==> src/rtl/stopwatch_pkg.sv <==
// stopwatch_pkg: shared state encoding and widths for the stopwatch control slice.
// The optional auto-stop behaviour in stopwatch_ctrl is enabled by STOPWATCH_AUTOSTOP_EN.
package stopwatch_pkg;

  localparam int DIGIT_W = 4;
  localparam int DISP_W  = 16;

  typedef enum logic [1:0] {
    ST_IDLE = 2'd0,
    ST_RUN  = 2'd1,
    ST_LAP  = 2'd2,
    ST_STOP = 2'd3
  } state_t;

  // The counter advances in both running states; the lap view does not pause timing.
  function automatic logic isCounting(input state_t s);
    return (s == ST_RUN) || (s == ST_LAP);
  endfunction

endpackage

==> src/rtl/btn_debounce.sv <==
// btn_debounce: two-flop synchroniser, debounce counter and press-edge pulse for one raw button.
// A press yields one pulse 2+DEB_CYCLES cycles after the raw edge; releases yield nothing.
module btn_debounce #(
  parameter int DEB_CYCLES = 2
) (
  input  logic clkin,
  input  logic clrn,
  input  logic i_btn,
  output logic o_pulse
);

  logic       r_sync1;
  logic       r_sync2;
  logic       r_level;
  logic [3:0] r_cnt;
  logic       r_pulse;
  logic       w_differs;
  logic       w_flip;

  // Bring the asynchronous button into the clock domain; reset treats it as released.
  always_ff @(posedge clkin or negedge clrn) begin
    if (!clrn) begin
      r_sync1 <= 1'b0;
      r_sync2 <= 1'b0;
    end else begin
      r_sync1 <= i_btn;
      r_sync2 <= r_sync1;
    end
  end

  // The level flips once DEB_CYCLES consecutive synchronised samples disagree with it.
  always_comb begin
    w_differs = (r_sync2 != r_level);
    w_flip    = w_differs && (r_cnt == 4'(DEB_CYCLES - 1));
  end

  // Count disagreeing samples, commit the new level, and pulse only on a rising commit.
  always_ff @(posedge clkin or negedge clrn) begin
    if (!clrn) begin
      r_level <= 1'b0;
      r_cnt   <= 4'd0;
      r_pulse <= 1'b0;
    end else begin
      r_pulse <= w_flip && r_sync2;
      if (w_flip) begin
        r_level <= r_sync2;
        r_cnt   <= 4'd0;
      end else if (w_differs) begin
        r_cnt   <= r_cnt + 4'd1;
      end else begin
        r_cnt   <= 4'd0;
      end
    end
  end

  assign o_pulse = r_pulse;

endmodule

==> src/rtl/stopwatch_ctrl.sv <==
// stopwatch_ctrl: button-driven control FSM, lap snapshot and display mux for the BCD stopwatch.
// Define STOPWATCH_AUTOSTOP_EN to stop the watch when the counter carries out while running.
module stopwatch_ctrl
  import stopwatch_pkg::*;
#(
  parameter int DEB_CYCLES = 2,
  parameter int DIGIT_W    = 4
) (
  input  logic                 clkin,
  input  logic                 clrn,
  input  logic                 btn_ss,
  input  logic                 btn_lr,
  input  logic [DIGIT_W-1:0]   cnt_dsec,
  input  logic [DIGIT_W-1:0]   cnt_sec,
  input  logic [DIGIT_W-1:0]   cnt_secd,
  input  logic [DIGIT_W-1:0]   cnt_secm,
  input  logic                 cnt_cn,
  output logic                 cnt_en,
  output logic                 cnt_clr_n,
  output logic [4*DIGIT_W-1:0] disp,
  output logic [1:0]           state_o
);

  state_t               r_state;
  state_t               w_next;
  logic [4*DIGIT_W-1:0] r_lap;
  logic [4*DIGIT_W-1:0] w_live;
  logic                 r_clrN;
  logic                 w_ssPulse;
  logic                 w_lrPulse;
  logic                 w_capture;
  logic                 w_clear;
  logic                 w_autostop;

  btn_debounce #(.DEB_CYCLES(DEB_CYCLES)) u_debSs (
    .clkin   (clkin),
    .clrn    (clrn),
    .i_btn   (btn_ss),
    .o_pulse (w_ssPulse)
  );

  btn_debounce #(.DEB_CYCLES(DEB_CYCLES)) u_debLr (
    .clkin   (clkin),
    .clrn    (clrn),
    .i_btn   (btn_lr),
    .o_pulse (w_lrPulse)
  );

  assign w_live = {cnt_secm, cnt_secd, cnt_sec, cnt_dsec};

  // Next state: auto-stop beats buttons, start/stop beats lap/reset when both pulse together.
  always_comb begin
    w_next    = r_state;
    w_capture = 1'b0;
    w_clear   = 1'b0;
`ifdef STOPWATCH_AUTOSTOP_EN
    w_autostop = cnt_cn && isCounting(r_state);
`else
    // Carry is tied off here so the counter wraps freely while running.
    w_autostop = cnt_cn & 1'b0;
`endif
    if (w_autostop) begin
      w_next = ST_STOP;
    end else if (w_ssPulse) begin
      case (r_state)
        ST_IDLE: w_next = ST_RUN;
        ST_RUN:  w_next = ST_STOP;
        ST_LAP:  w_next = ST_STOP;
        ST_STOP: w_next = ST_RUN;
        default: w_next = ST_IDLE;
      endcase
    end else if (w_lrPulse) begin
      case (r_state)
        ST_RUN: begin
          w_next    = ST_LAP;
          w_capture = 1'b1;
        end
        ST_LAP:  w_next = ST_RUN;
        ST_STOP: begin
          w_next  = ST_IDLE;
          w_clear = 1'b1;
        end
        default: w_next = r_state;
      endcase
    end
  end

  // State register.
  always_ff @(posedge clkin or negedge clrn) begin
    if (!clrn) begin
      r_state <= ST_IDLE;
    end else begin
      r_state <= w_next;
    end
  end

  // Freeze the live digits on entry to LAP and hold them while the counter keeps running.
  always_ff @(posedge clkin or negedge clrn) begin
    if (!clrn) begin
      r_lap <= '0;
    end else if (w_capture) begin
      r_lap <= w_live;
    end
  end

  // One-cycle low clear pulse to the counter following the STOP-to-IDLE reset.
  always_ff @(posedge clkin or negedge clrn) begin
    if (!clrn) begin
      r_clrN <= 1'b1;
    end else begin
      r_clrN <= ~w_clear;
    end
  end

  assign cnt_en    = isCounting(r_state);
  assign cnt_clr_n = r_clrN;
  assign disp      = (r_state == ST_LAP) ? r_lap : w_live;
  assign state_o   = r_state;

endmodule

==> config.mk <==
export PLATFORM = sky130hd
export DESIGN_NAME = stopwatch_ctrl
export DESIGN_NICKNAME = d
export VERILOG_FILES = /design/src/rtl/stopwatch_pkg.sv /design/src/rtl/btn_debounce.sv /design/src/rtl/stopwatch_ctrl.sv
export SDC_FILE = /design/constraint.sdc
export NUM_CORES = 1
export LEC_CHECK = 0
export CAP_MARGIN = 20
export CORE_AREA = 2 2 59 66
export DETAILED_ROUTE_END_ITERATION = 10
export DIE_AREA = 0 0 61 68
export PLACE_DENSITY = 0.86
export SLEW_MARGIN = 20
export SYNTH_ARGS = -nofsm -noshare
export SYNTH_HDL_FRONTEND = slang
export SYNTH_HIERARCHICAL = 1
export SYNTH_SLANG_ARGS = --single-unit
==> constraint.sdc <==
create_clock -name clkin -period 4.5 [get_ports clkin]
set_clock_uncertainty 0.05 [all_clocks]
set_input_delay 0.675 -clock clkin [delete_from_list [all_inputs] [get_ports clkin]]
set_output_delay 0.675 -clock clkin [all_outputs]
set_load 0.005 [all_outputs]
# --- Word-level counts from Yosys, hierarchy flattened ---
# Cells that the tools add are included.
totals:
  ff_bits: 35
  in_bits: 21
  elab_cells: 49
op_classes:
  n_addsub: 2
  n_eq_ne: 7
  mux: 15
  bitwise_logic: 1
  reduce_logical: 11
op_table:
  columns: ["operator", "count"]
  rows:
  - ["16-bit two-way mux", 1]
  - ["4-bit two-way mux", 4]
  - ["4-bit by 1-bit adder with 4-bit output, second input constant", 2]
  - ["4-bit by 1-bit equality test with 1-bit output, second input constant", 2]
  - ["1-bit two-way mux", 6]
  - ["2-bit case mux with 3 select lines", 1]
  - ["2-bit equality test, second input constant", 2]
  - ["1-bit logical AND", 4]
  - ["2-bit two-way mux", 2]
  - ["2-bit case mux with 2 select lines", 1]
  - ["4-bit nonzero test", 1]
  - ["2-bit OR reduction", 2]
  - ["2-bit by 1-bit equality test with 1-bit output, second input constant", 1]
  - ["2-bit logical NOT", 1]
  - ["1-bit != test", 2]
  - ["2-bit AND reduction", 1]
  - ["2-bit nonzero test", 1]
  - ["1-bit logical OR", 1]
  - ["1-bit NOT", 1]

# --- Longest topological paths before layout ---
# Gate-level depths: netlist of run 1.
depth:
  word_depth: 5
  mapped_depth: 6
  ltp_nobuf: 5

# --- By module ---
# The synthesis of run 1 kept the hierarchy.
by_module_without_submodules:
  columns: ["module", "n_inst", "cells_each", "area_each_um2"]
  rows:
  - ["stopwatch_ctrl", 1, 72, 1047.3]
  - ["btn_debounce (u_debLr)", 1, 25, 330.3]
  - ["btn_debounce (u_debSs)", 1, 23, 312.8]

# --- Worst setup path before layout of run 1 ---
# Ideal clock, no wire load.
synth_path:
  kind: "flip-flop to output port"
  startpoint: "reg r_state[0] (netlist: state_o[0])"
  endpoint: "out disp[10]"
  arrival_ps: 1381
  required_time_ps: 3775
  path_slack_ps: 2394
  path_stages_with_launch: 6
  path_buffers: 2
  cell_sequence: "dfrtp_1 inv_1 ha_1 buf_2 buf_2 mux2_2"
synth_via:
  elab_chain_cells: 2
synth_lines:
  columns: ["element", "line", "rtl"]
  rows:
  - ["start: declaration", "stopwatch_ctrl.sv:24", "state_t r_state;"]
  - ["start signal: assignment", "stopwatch_ctrl.sv:93", "r_state <= w_next;"]
  - ["2-bit equality test", "stopwatch_ctrl.sv:117", "assign disp = (r_state == ST_LAP) ? r_lap : w_live;"]
  - ["16-bit two-way mux", "stopwatch_ctrl.sv:117", null]
  - ["end: declaration", "stopwatch_ctrl.sv:20", "output logic [4*DIGIT_W-1:0] disp,"]
# No other way between the ends.

# --- Final worst setup path of run 1 ---
layout_path:
  startpoint: "reg r_state[0] (netlist: state_o[0])"
  endpoint: "out disp[14]"
# Same word-level chain as after synthesis.

==> out/summary.txt, run 1 <==
Inst Count DP - 207
Drt wl/cell - 14.0 um
H-tree levels - 2
Int Power - 0.000879 W
Area growth from synthesis to layout - 30.3%
Netlist cell types - 25
Commonest non-fill, non-tap cells in the layout - 39 x clkdlybuf4s50_1, 34 x dfrtp_1, 22 x mux2_2
Fin crit share - 0.692
Average size of a mapped cell - 14.1 um^2
Worst Hold Class - reg2reg
Worst ir drop on vdd - 0.000269 V
# resized after CTS - 0
Max-Cap Viols - 0
Crit Path Class - reg2out
Initial antenna violation count - 0
Worst r2r src - state_o[0]
Hold-fix buffers, CTS - 0
Routed Wire Length - 3.00 mm
Critical path arrival - 2390 ps
Outcome - finished, final reports clean
Post-place setup slack - 1660 ps
Slew @ Worst Pin - 794 ps
Seq cells post-synth - 35
Final Wtd Congestion - 0.679
Antenna Cells - 0
Power per cell area - 568 mW/mm^2
Largest area contributor in the netlist - dfrtp_1
Final std cells w/o fill - 215
Fin crit period - 3120 ps
Total congestion overflow - 0
Port buffer count - 39
Reg2reg path depth - 5
Lkg Pwr - 0.985 nW
I/O Pins - 41
Syn Nets - 149
Final HPWL from detailed placement - 2.24 mm
Share of total power in the clock network - 0.170
Nets@finish - 193
Clock latency at the later pin of the worst-skew pair - 290 ps
Std cell rows - 23
Hold_sp - u_debSs/r_sync1
TNS Setup - 0 ps
First-pass GRT wire length - 5.04 mm
Sw power - 0.000371 W
Synth top area share - 0.503
Switching portion of total power - 0.297
Vias in the first global route - 1089
Hold WS - 303 ps
DRT Pass-1 Iters - 5
Worst Setup Start Kind - register
Main flop type after synthesis - dfrtp_1
Endpoints failing hold - 0
Post-Syn Instances - 120
CTS Buffer Depth - 2
CTS Sinks - 35
Via Count - 1061
Hold depth - 0
Most common cell after layout, fill and taps aside - clkdlybuf4s50_1
Root Driver - clkbuf_8
Setup bufs post-CTS - 0
Die Ht - 68 um
Top cells by area, synth - dfrtp_1 50%, mux2_2 15%, mux2_4 11%
Register area share after synthesis - 0.519
Clock slew at reported path FFs - 70 ps
Gr usage total - 0.177
Post-layout utilization of the core - 0.622
Filler cells - 268
Worst Path Required - 3770 ps
Setup-failing EPs final - 0
Pin count of the biggest net entering global routing - 36
Comb pwr share - 0.415
Layout cells sized above 1 - 0.279
Critical path launch point - state_o[0]
Synth Warn # - 6
Post-synth ARST share - 1.00
Post-route DRC - 0
Via/cell ratio - 4.93
Antenna Violating Nets Remaining - 0
Sequential share of power - 0.415
Syn Std Cell Area - 0.00169 mm^2
Slew HR - 0.470
Initial Util - 0.478
PnR worst setup slack - 1380 ps
Clock buffer count from CTS - 5
Highest achievable clock rate - 0.321 GHz
Full die area - 0.00415 mm^2
Crit end category - primary output
Max-slew violation count - 0
CP max FO - 18
Number of synthesized flops with an enable pin - 0
CTS tree - yes
CORE AREA - 0.00354 mm^2
Die Wd - 61 um
1st-iter DRT viols - 34
RSZ-0062 raised after global routing - no
-- logic make-up (layout without fill, tap and decap cells) --
logic type,count (synthesis),in the layout,synth area share
xor+xnor,5,5,0.0259
fa+ha+maj,8,8,0.0592
simple gates,23,23,0.0873
buf+inv,9,54,0.0311
mux,34,34,0.253
compound gates,6,6,0.0244
flops,35,35,0.519
-- layer usage --
metal | part of all wire | routed length [um] | up-vias | track usage
li1 | - | - | 505 | -
met1 | 0.38 | 1130 | 526 | 0.191
met2 | 0.55 | 1660 | 22 | 0.301
met3 | 0.051 | 153 | 8 | 0.0681
met4 | 0.020 | 60 | 0 | 0.0815
met5 | 0 | 0 | - | 0
-- synthesized netlist by cell type (2+ instances only) --
cell and number:
buf_2 2, dfrtp_1 34, or2b_1 2, mux2_2 22
o211ai_1 2, xor2_1 3, nor3b_1 3, xnor2_1 2
inv_1 6, mux2_4 12, nand3_1 3, nor2_1 7
ha_1 8, or3b_4 2, nand2_1 2
-- final timing paths --
check	to	slack [ps]
worst max-delay path	disp[14]	1380
worst min-delay path	u_debSs/r_sync2	300
worst max register to register	state_o[1]	2650
worst min register to register	u_debSs/r_sync2	300
max in group asynchronous	cnt_clr_n	3330
min in group asynchronous	u_debLr/o_pulse	740
-- metrics by stage --
step                      power, W  cell area, um^2
after detailed placement   0.00105             2120
after floorplan           0.000836             1690
after global routing       0.00135             2200
after CTS                  0.00127             2200
after global placement     0.00101             2120
final                      0.00125             2200
-- state kept, by name, indices dropped and copies added (netlist names) --
signal and count:
u_debSs/r_level 1, u_debSs/r_sync2 1, u_debSs/r_cnt 4, u_debSs/r_sync1 1, u_debLr/o_pulse 1, u_debLr/r_cnt 4
cnt_clr_n 1, u_debLr/r_level 1, u_debLr/r_sync2 1, r_lap 16, u_debLr/r_sync1 1, u_debSs/o_pulse 1
state_o 2
-- layout make-up --
class / count / area (um^2) / share of cell area
inverter: 6 / 22.5 / 0.0102
sequential: 35 / 877 / 0.398
clock buffer: 7 / 76.3 / 0.0347
clock inverter: 1 / 5.00 / 0.00227
tap: 50 / 62.6 / 0.0284
multi-input combinational: 76 / 761 / 0.345
timing repair buffer: 40 / 398 / 0.181
-- critical path, cell delays in order (launching register included) --
cell and delay [ps]:
dfrtp_1 440, inv_1 110, ha_1 680, mux2_2 430, clkdlybuf4s50_1 440
-- power by group through the flow --
stage,Combinational [W],Sequential (W),Clock (W)
global placement,0.000503,0.000507,0
detailed placement,0.000526,0.000521,0
finish,0.000519,0.000519,0.000212
floorplan,0.000338,0.000497,0
global route,0.000576,0.000534,0.000237
CTS,0.000530,0.000519,0.000220
(Power assumes the default switching activity.)
==> inputs of run 2 (changes only) <==
--- a/config.mk
+++ b/config.mk
@@ -6,10 +6,10 @@
 export NUM_CORES = 1
 export LEC_CHECK = 0
 export CAP_MARGIN = 20
-export CORE_AREA = 2 2 59 66
+export CORE_AREA = 2 2 63 71
 export DETAILED_ROUTE_END_ITERATION = 10
-export DIE_AREA = 0 0 61 68
-export PLACE_DENSITY = 0.86
+export DIE_AREA = 0 0 65 73
+export PLACE_DENSITY = 0.79
 export SLEW_MARGIN = 20
 export SYNTH_ARGS = -nofsm -noshare
 export SYNTH_HDL_FRONTEND = slang
==> constraint.sdc (replaced) <==
create_clock -name clkin -period 2.5 [get_ports clkin]
set_clock_uncertainty 0.05 [all_clocks]
set_input_delay 0.375 -clock clkin [delete_from_list [all_inputs] [get_ports clkin]]
set_output_delay 0.375 -clock clkin [all_outputs]
set_load 0.005 [all_outputs]
==> run 2 against run 1 <==
Die area rose by 14%. Register-to-register slack worse by 1700 ps. Flip-flop and latch count did not move. Sequential power up 80%. Non-clock buffer count grew 1. Cell count grew 2.3%. Via count up 1.8%. Count of clock-buffer cells in the layout decreased by 1. Wire length grew 7.3%. Worst hold slack worse by 0.54 ps. Critical path depth is 1 higher. Total power increased by 96%. Critical endpoint is now disp[6]. Largest power group is now combinational logic.
==> out/summary.txt, run 2 (synthesis results as in run 1) <==
Full die area - 0.00475 mm^2
DRT Pass-1 Iters - 3
Max-Cap Viols - 0
Clock slew at reported path FFs - 70 ps
I/O Pins - 41
Setup-failing EPs final - 0
Root Driver - clkbuf_8
Highest achievable clock rate - 0.411 GHz
Power per cell area - 1080 mW/mm^2
Worst Setup Start Kind - register
Layout cells sized above 1 - 0.307
Fin crit share - 0.974
Worst r2r src - state_o[1]
Slew @ Worst Pin - 428 ps
Most common cell after layout, fill and taps aside - clkdlybuf4s50_1
Hold WS - 302 ps
Worst Hold Class - reg2reg
Hold-fix buffers, CTS - 0
Final HPWL from detailed placement - 2.29 mm
Clock buffer count from CTS - 5
Max FFs per register - 16
CTS tree - yes
R2R setup slack - 940 ps
Register Area - 878 um^2
Hold Path Sink - u_debSs/r_sync2
Crit end category - primary output
Clock latency at the later pin of the worst-skew pair - 290 ps
CORE AREA - 0.00410 mm^2
Routed Wire Length - 3.22 mm
Commonest non-fill, non-tap cells in the layout - 39 x clkdlybuf4s50_1, 33 x dfrtp_1, 22 x mux2_2
Filler cells - 325
Fin crit period - 2430 ps
Std cell rows - 25
Hold depth - 0
Antenna Violating Nets Remaining - 0
Hold_sp - u_debSs/r_sync1
1st-iter DRT viols - 26
Gr usage total - 0.150
Drt wl/cell - 14.6 um
Worst Path Required - 2080 ps
Die Ht - 73 um
Crit Path Class - reg2out
First-pass GRT wire length - 5.26 mm
CP max FO - 16
Vias in the first global route - 1138
Initial Util - 0.413
Pin count of the biggest net entering global routing - 36
Critical path arrival - 2010 ps
Initial antenna violation count - 0
Worst ir drop on vdd - 0.000369 V
Via Count - 1080
Critical path launch point - state_o[0]
Worst reg2reg path endpoint - r_lap[2]
Port buffer count - 39
Lkg Pwr - 1.01 nW
Nets@finish - 194
Post-layout utilization of the core - 0.556
Total congestion overflow - 0
Area growth from synthesis to layout - 34.7%
Biggest regs - r_lap (16), u_debLr/r_cnt (4), u_debSs/r_cnt (4)
CTS Sinks - 35
Post-route DRC - 0
Reg2reg path depth - 4
Endpoints failing hold - 0
Slew HR - 0.714
Max-slew violation count - 0
Footprint of the multi-input gates - 773 um^2
Final Wtd Congestion - 0.655
Outcome - finished, final reports clean
Via/cell ratio - 4.91
H-tree levels - 2
CTS Buffer Depth - 2
Antenna Cells - 0
Largest register by flop count - r_lap
Die Wd - 65 um
run 2: how the worst max path moves through the flow:
stage               endpoint  cells after the start
CTS                  disp[6]                      5
floorplan           disp[10]                      5
detailed placement   disp[6]                      5
global placement     disp[0]                      5
global route         disp[6]                      5
finish               disp[6]                      5
run 2: metal layers:
metal  GRT usage  wire length (um)  part of all wire  vias up
li1            -                 -                 -      504
met1       0.163              1270              0.39      542
met2       0.266              1760              0.55       26
met3      0.0432               124             0.039        8
met4      0.0757                74             0.023        0
met5           0                 0                 0        -
run 2: report_power, final:
part	total [W]	internal [W]	switching, W
registers	0.000932	0.000781	0.000151
logic	0.000992	0.000645	0.000347
clock network	0.000525	0.000323	0.000202
run 2: through the flow:
stage	area, um^2	TNS [ps]	cells	setup WS, ps	total power (W)
2_1_floorplan	1690	0	120	694	0.00150
3_3_place_gp	2130	0	212	325	0.00182
3_5_place_dp	2130	0	212	280	0.00189
4_1_cts	2260	0	220	12.5	0.00243
5_1_grt	2280	-20.6	220	-15.8	0.00261
6_report	2280	0	220	65.5	0.00245
run 2: layout make-up:
class,count,share of cell area
clock buffers,6,0.0363
multi-input cells,76,0.340
clock inverters,2,0.0154
inverters,6,0.00989
well taps,54,0.0297
repair buffers,41,0.184
flip-flops and latches,35,0.386
run 2: repair_timing:
action	CTS	global route
resized for setup	2	4
setup endpoints to repair	16	16
setup buffers	0	0
run 2: worst max-delay path: stages (launching register included):
cell,delay (ps)
dfrtp_2,440
inv_1,140
ha_4,190
buf_12,150
mux2_2,340
clkdlybuf4s50_1,460
